==> src/rtl/fast_square_sweep_ctrl.sv <==
// Sweep scheduler for the fast-square comb/decimate datapath: steps the LO through
// NUM_STEPS positions, resets and settles the comb chain, then opens a record window.
module fast_square_sweep_ctrl #(
  parameter int NUM_STEPS      = 5,
  parameter int RESET_CYCLES   = 4,
  parameter int SETTLE_STROBES = 102,
  parameter int RECORD_STROBES = 64,
  parameter int CNT_W          = 16
) (
  input  logic        clock,
  input  logic        reset_n,
  input  logic        start,
  input  logic        stop,
  input  logic        continuous,
  input  logic        data_out_strobe,
  output logic        comb_reset,
  output logic        freq_step,
  output logic [2:0]  step_idx,
  output logic        record,
  output logic        busy,
  output logic        sweep_done,
  output logic [15:0] sweep_count,
  output logic [2:0]  state_dbg
);

  typedef enum logic [2:0] {
    S_IDLE   = 3'd0,
    S_STEP   = 3'd1,
    S_RESET  = 3'd2,
    S_SETTLE = 3'd3,
    S_RECORD = 3'd4,
    S_NEXT   = 3'd5
  } state_t;

  localparam logic [CNT_W-1:0] RESET_LAST  = CNT_W'(RESET_CYCLES - 1);
  localparam logic [CNT_W-1:0] SETTLE_LAST = CNT_W'(SETTLE_STROBES - 1);
  localparam logic [CNT_W-1:0] RECORD_LAST = CNT_W'(RECORD_STROBES - 1);
  localparam logic [2:0]       LAST_STEP   = 3'(NUM_STEPS - 1);

  state_t           state_q;
  logic [CNT_W-1:0] cnt_q;

  assign state_dbg = state_q;

  // Outputs are assigned together with the state they belong to, so each one is
  // valid in the same cycle its state is current.
  always_ff @(posedge clock or negedge reset_n) begin
    if (!reset_n) begin
      state_q     <= S_IDLE;
      cnt_q       <= '0;
      comb_reset  <= 1'b1;
      freq_step   <= 1'b0;
      step_idx    <= 3'd0;
      record      <= 1'b0;
      busy        <= 1'b0;
      sweep_done  <= 1'b0;
      sweep_count <= 16'd0;
    end else begin
      freq_step  <= 1'b0;
      sweep_done <= 1'b0;
      if (stop && state_q != S_IDLE) begin
        state_q    <= S_IDLE;
        cnt_q      <= '0;
        comb_reset <= 1'b1;
        record     <= 1'b0;
        busy       <= 1'b0;
        step_idx   <= 3'd0;
      end else begin
        case (state_q)
          S_IDLE: begin
            if (start && !stop) begin
              state_q    <= S_STEP;
              cnt_q      <= '0;
              step_idx   <= 3'd0;
              freq_step  <= 1'b1;
              busy       <= 1'b1;
              comb_reset <= 1'b1;
            end
          end
          S_STEP: begin
            state_q <= S_RESET;
            cnt_q   <= '0;
          end
          S_RESET: begin
            if (cnt_q == RESET_LAST) begin
              state_q    <= S_SETTLE;
              cnt_q      <= '0;
              comb_reset <= 1'b0;
            end else begin
              cnt_q <= cnt_q + CNT_W'(1);
            end
          end
          S_SETTLE: begin
            if (data_out_strobe) begin
              if (cnt_q == SETTLE_LAST) begin
                state_q <= S_RECORD;
                cnt_q   <= '0;
                record  <= 1'b1;
              end else begin
                cnt_q <= cnt_q + CNT_W'(1);
              end
            end
          end
          S_RECORD: begin
            if (data_out_strobe) begin
              if (cnt_q == RECORD_LAST) begin
                state_q <= S_NEXT;
                cnt_q   <= '0;
                record  <= 1'b0;
                if (step_idx == LAST_STEP) begin
                  step_idx    <= 3'd0;
                  sweep_done  <= 1'b1;
                  sweep_count <= sweep_count + 16'd1;
                end
              end else begin
                cnt_q <= cnt_q + CNT_W'(1);
              end
            end
          end
          S_NEXT: begin
            // sweep_done is high exactly in the NEXT cycle that closes a sweep.
            if (!sweep_done) begin
              state_q    <= S_STEP;
              step_idx   <= step_idx + 3'd1;
              freq_step  <= 1'b1;
              comb_reset <= 1'b1;
            end else if (continuous) begin
              state_q    <= S_STEP;
              freq_step  <= 1'b1;
              comb_reset <= 1'b1;
            end else begin
              state_q    <= S_IDLE;
              busy       <= 1'b0;
              comb_reset <= 1'b1;
            end
          end
          default: begin
            state_q    <= S_IDLE;
            cnt_q      <= '0;
            comb_reset <= 1'b1;
            record     <= 1'b0;
            busy       <= 1'b0;
            step_idx   <= 3'd0;
          end
        endcase
      end
    end
  end

endmodule

==> config.mk <==
export PLATFORM = sky130hd
export DESIGN_NAME = fast_square_sweep_ctrl
export DESIGN_NICKNAME = d
export VERILOG_FILES = /design/src/rtl/fast_square_sweep_ctrl.sv
export SDC_FILE = /design/constraint.sdc
export NUM_CORES = 1
export LEC_CHECK = 0
export CAP_MARGIN = 20
export CORE_MARGIN = 4
export CORE_UTILIZATION = 45
export DETAILED_ROUTE_END_ITERATION = 8
export GPL_ROUTABILITY_DRIVEN = 0
export PLACE_DENSITY = 0.7
export SETUP_SLACK_MARGIN = 0.1
export SYNTH_ARGS = -nofsm -noshare
export SYNTH_HDL_FRONTEND = slang
export SYNTH_SLANG_ARGS = --single-unit
==> constraint.sdc <==
create_clock -name clock -period 2.4 [get_ports clock]
set_clock_uncertainty 0.2 [all_clocks]
set_input_delay 0.36 -clock clock [delete_from_list [all_inputs] [get_ports clock]]
set_output_delay 0.36 -clock clock [all_outputs]
set_load 0.005 [all_outputs]
* Yosys cells after proc, flatten, opt, wreduce, memory -nomap -nowiden
Index checks and enable logic that the tools add are counted.
** Word-level totals
- Register bits after elaboration :: 43
- Bits of input ports :: 6
- Logic and storage cells :: 102
** Cells by class
- Add/sub/neg operators :: 3
- Equality and inequality tests :: 24
- Muxes and demuxes :: 49
- Bitwise logic cells :: 1
- Reduce and logical (&&, ||, !) cells :: 16
** Operators with widths (count)
- 2-to-1 mux 16 bit :: 7
- one-hot mux 16 bit (5 select lines) :: 1
- 2-to-1 mux 3 bit :: 13
- adder 16 x 1 -> 16 bit (second input constant) :: 2
- inequality test 3 bit (second input constant) :: 10
- 2-to-1 mux 1 bit :: 22
- one-hot mux 3 bit (6 select lines) :: 1
- == test 16 x 2 -> 1 bit (second input constant) :: 1
- == test 16 x 6 -> 1 bit (second input constant) :: 1
- == test 16 x 7 -> 1 bit (second input constant) :: 1
- one-hot mux 3 bit (4 select lines) :: 1
- AND reduction 6 bit :: 2
- AND reduction 5 bit :: 2
- == test 3 bit (second input constant) :: 3
- one-hot mux 1 bit (3 select lines) :: 3
- inequality test 2 x 1 -> 1 bit (second input constant) :: 4
- AND reduction 4 bit :: 2
- OR reduction 4 bit :: 2
- == test 3 x 2 -> 1 bit (second input constant) :: 2
- OR reduction 3 bit :: 2
- adder 3 x 1 -> 3 bit (second input constant) :: 1
- == test 3 x 1 -> 1 bit (second input constant) :: 1
- logical NOT 3 bit :: 1
- AND reduction 3 bit :: 1
- 6 further kinds :: 7

* Longest topological paths before layout
- Word-level depth :: 6
- Depth in mapped cells :: 8

* Worst setup path after synthesis
OpenSTA, ideal clock, no wires.
- Kind :: register -> register
- From :: reg cnt_q[0]
- To :: reg sweep_count[15]
- Data arrival time :: 2168 ps
- Slack :: -47 ps
- Cell stages (with the launch flop) :: 8
- Path buffers :: 1
- Period minus slack after synthesis :: 2447 ps
- Path through :: dfrtp_1 > ha_1 > or4b_4 > nor4_4 > nand3_2 > buf_6 > nor4_4 > xor2_1
** Between the ends
- Longest elaborated chain between the ends :: 2
** RTL lines
- from (decl) :: RTL line 41 : logic [CNT_W-1:0] cnt_q;
- from (signal assigned) :: RTL line 90 : cnt_q <= cnt_q + CNT_W'(1);
- from (signal assigned) :: RTL line 100 : cnt_q <= cnt_q + CNT_W'(1);
- from (signal assigned) :: RTL line 116 : cnt_q <= cnt_q + CNT_W'(1);
- == test 16 x 6 -> 1 bit :: RTL line 106 : if (cnt_q == RECORD_LAST) begin
- AND reduction 5 bit (no source line)
- to (signal assigned) :: RTL line 113 : sweep_count <= sweep_count + 16'd1;
- to (decl) :: RTL line 22 : output logic [15:0] sweep_count,
Every way passes these cells.
A chain may end at the register's enable or synchronous reset.

* Worst setup path in the final report
- From :: reg cnt_q[1]
- To :: reg sweep_count[7]
The elaborated chain is that of the path after synthesis.

==> flow_summary.ini <==
[run_status]
status = completed

[sta]
clock.fmax_mhz = 421
min_period_over_period_pct = 98.9
final_hold_viol_count = 0
final.min_clock_period_ps = 2370
setup_viol = 0
slew_violations = 0
fin_ws_ps = 26.0
rsz0062_at_grt = yes
tightest_slew_ps = 559
relSlewSlack_pct = 62.7

[final_layout]
area_growth_pct = 39.1
layout-drive-gt1-share_pct = 26.3
fin_area_um2 = 3490
nFillCells = 418
num_antenna_cells = 0
nNetsFinal = 352
fin_cells = 412

[clock_tree]
cts_made_buffers = 5
clkTransAtPathRegs_ps = 90
cts.sinks = 43
cts-root-buf = clkbuf_8
clock_latency_ps = 300
clockBufferDepth = 2
cts_tree = yes
htree_levels = 2

[die]
dieWidth_um = 82.6
pin_count = 33
start_util_pct = 47.9
fp.coreArea_um2 = 5240
dieArea_um2 = 6830
num_rows = 26
fp.dieH_um = 82.6

[worst_setup_path]
cp.required_ps = 2420
cpMostUsedCell = buf_4
max_stage_delay_ps = 460
crit_path_top_delay_cell = or4b_4
crit_fanout = 5
path_buf_inv = 2
crit_path_end_kind = register
crit_chain = ha_4 -> or4b_4 -> nor4_4 -> buf_4 -> nand3_4 -> buf_4 -> nor3_2 -> xor2_1
cp.arrival_ps = 2400
worst-setup-path-type = reg -> reg
cp_top_family = simple AND/OR/NAND/NOR gates
start_kind = register

[synthesis]
yosysUniqueCellTypes = 53
yosysTopAreaCellShare_pct = 41.9
yosys_warnings = 0
synth_flop_cell = dfrtp_1
synthSimpleGateAreaFrac_pct = 27.3
synth-xor-area-share_pct = 5.24
synth_compound_area_share_pct = 13.4
synthMuxAreaShare_pct = 4.09
synth_edf_count = 0
syn_nets = 277
synthCells = 266
yosys.area.top_type = dfrtp_1
yosys.area_share.adder_pct = 2.50
avgSynthCellArea_um2 = 9.43
synth_common_cells = 42 x dfrtp_1, 18 x nand2_1, 18 x nor2_1
synthArstFlopShare_pct = 100
synth-seq-cells = 43
synthTopCellsByArea = dfrtp_1 42%, mux2i_1 3.2%, xor2_1 3.1%
synth_area_um2 = 2510
seq_area_frac_synth_pct = 43.0
yosysMostFrequentCell = dfrtp_1
synth_top_family_by_area = simple AND/OR/NAND/NOR gates

[route]
ant_nets = 0
drt-initial-drc-count = 125
wl_um = 6100
dr.pass1.iters = 4
drc = 0
wl_per_cell_um = 14.8
num_vias = 2249
drt-vias-per-instance = 5.46

[power_and_ir_drop]
powerDensity_nw_per_um2 = 666
report.power.total_mw = 2.32
ir_drop_mv = 0.392
p_leak_nw = 1.54

[global_routing]
antenna_found_initial = 0
grt_pass1_wl_um = 9520
overflow = 0
grt_pass1_vias = 2067
grt_usage_pct = 18.2
grt_max_degree = 44

[placement]
dp_hpwl_um = 4360
placed_cell_area_um2 = 3210
io_buffers = 32
dp_cells = 397
preCtsSetupSlack_ps = -102

[hold_path]
hp-class = reg -> reg

[run]
cap_violations = 0
==> power breakdown <==
part / switching, mW / internal (mW)
clock: 0.277 / 0.208
sequential: 0.0880 / 0.769
combinational: 0.492 / 0.489
total: 0.856 / 1.47
==> routing by layer <==
metal	part of all wire, %	routed length, µm	up-vias	track usage (%)
met5	0	0	-	0
met4	0.48	29	0	4.74
met3	3.3	204	4	3.58
met2	50	3040	31	31.2
met1	46	2820	1091	23.6
li1	-	-	1123	-
==> state kept, by name, summed over array words and instances (netlist names) <==
register and cells:
busy 1, state_dbg 3, freq_step 1, sweep_count 16, comb_reset 1, record 1, step_idx 3, cnt_q 16
sweep_done 1
==> path summary, 6_finish.rpt <==
kind                                  from              end  slack, ps  cells after the start
max in group asynchronous          reset_n         cnt_q[6]       1150                      3
min in group asynchronous          reset_n        freq_step        460                      3
min                        sweep_count[15]  sweep_count[15]        270                      1
min reg2reg                sweep_count[15]  sweep_count[15]        270                      1
max reg2reg                       cnt_q[1]   sweep_count[7]         30                      8
max                               cnt_q[1]   sweep_count[7]         30                      8
==> final cells by class <==
| cell class | count | area (µm²) | area share (%) |
|---|---|---|---|
| multi-input cells | 196 | 1480 | 42.3 |
| flip-flops and latches | 43 | 1080 | 30.9 |
| well taps | 70 | 87.6 | 2.51 |
| repair buffers | 82 | 704 | 20.2 |
| clock inverters | 3 | 23.8 | 0.682 |
| clock buffers | 5 | 68.8 | 1.97 |
| inverters | 13 | 48.8 | 1.40 |
==> kinds of logic after synthesis <==
group | Yosys count
buf+inv | 27
fa+ha+maj | 5
simple gates | 114
mux | 10
compound gates | 52
flops | 43
xor+xnor | 15
==> per-stage QoR <==
stage          utilization, %  setup TNS, ps  hold WS [ps]
6_report                 66.6              0           271
5_1_grt                  66.6           -866           291
4_1_cts                  64.1              0           272
3_5_place_dp             61.3           -534           254
3_3_place_gp             61.3           -276           253
2_1_floorplan               -              0          -136
==> timing repair <==
item	4_1_cts	5_1_grt
setup endpoints to repair	29	31
setup buffers	2	4
hold buffers	1	0
pin swaps	10	9
resized for setup	7	19
hold endpoints to repair	42	0
==> placed cells by master (no fill, tap or decap), drive strengths merged, types with 8 or more instances in the layout <==
| master | count |
|---|---|
| buf | 50 |
| dfrtp | 42 |
| clkdlybuf4s50 | 31 |
| nand2 | 18 |
| nor2 | 18 |
| nor3 | 15 |
| inv | 14 |
| nand3 | 12 |
| o21ai | 12 |
| a21oi | 11 |
| nor4 | 10 |
| xor2 | 9 |
| mux2i | 8 |
No activity file was read; power rests on OpenSTA's default activity.
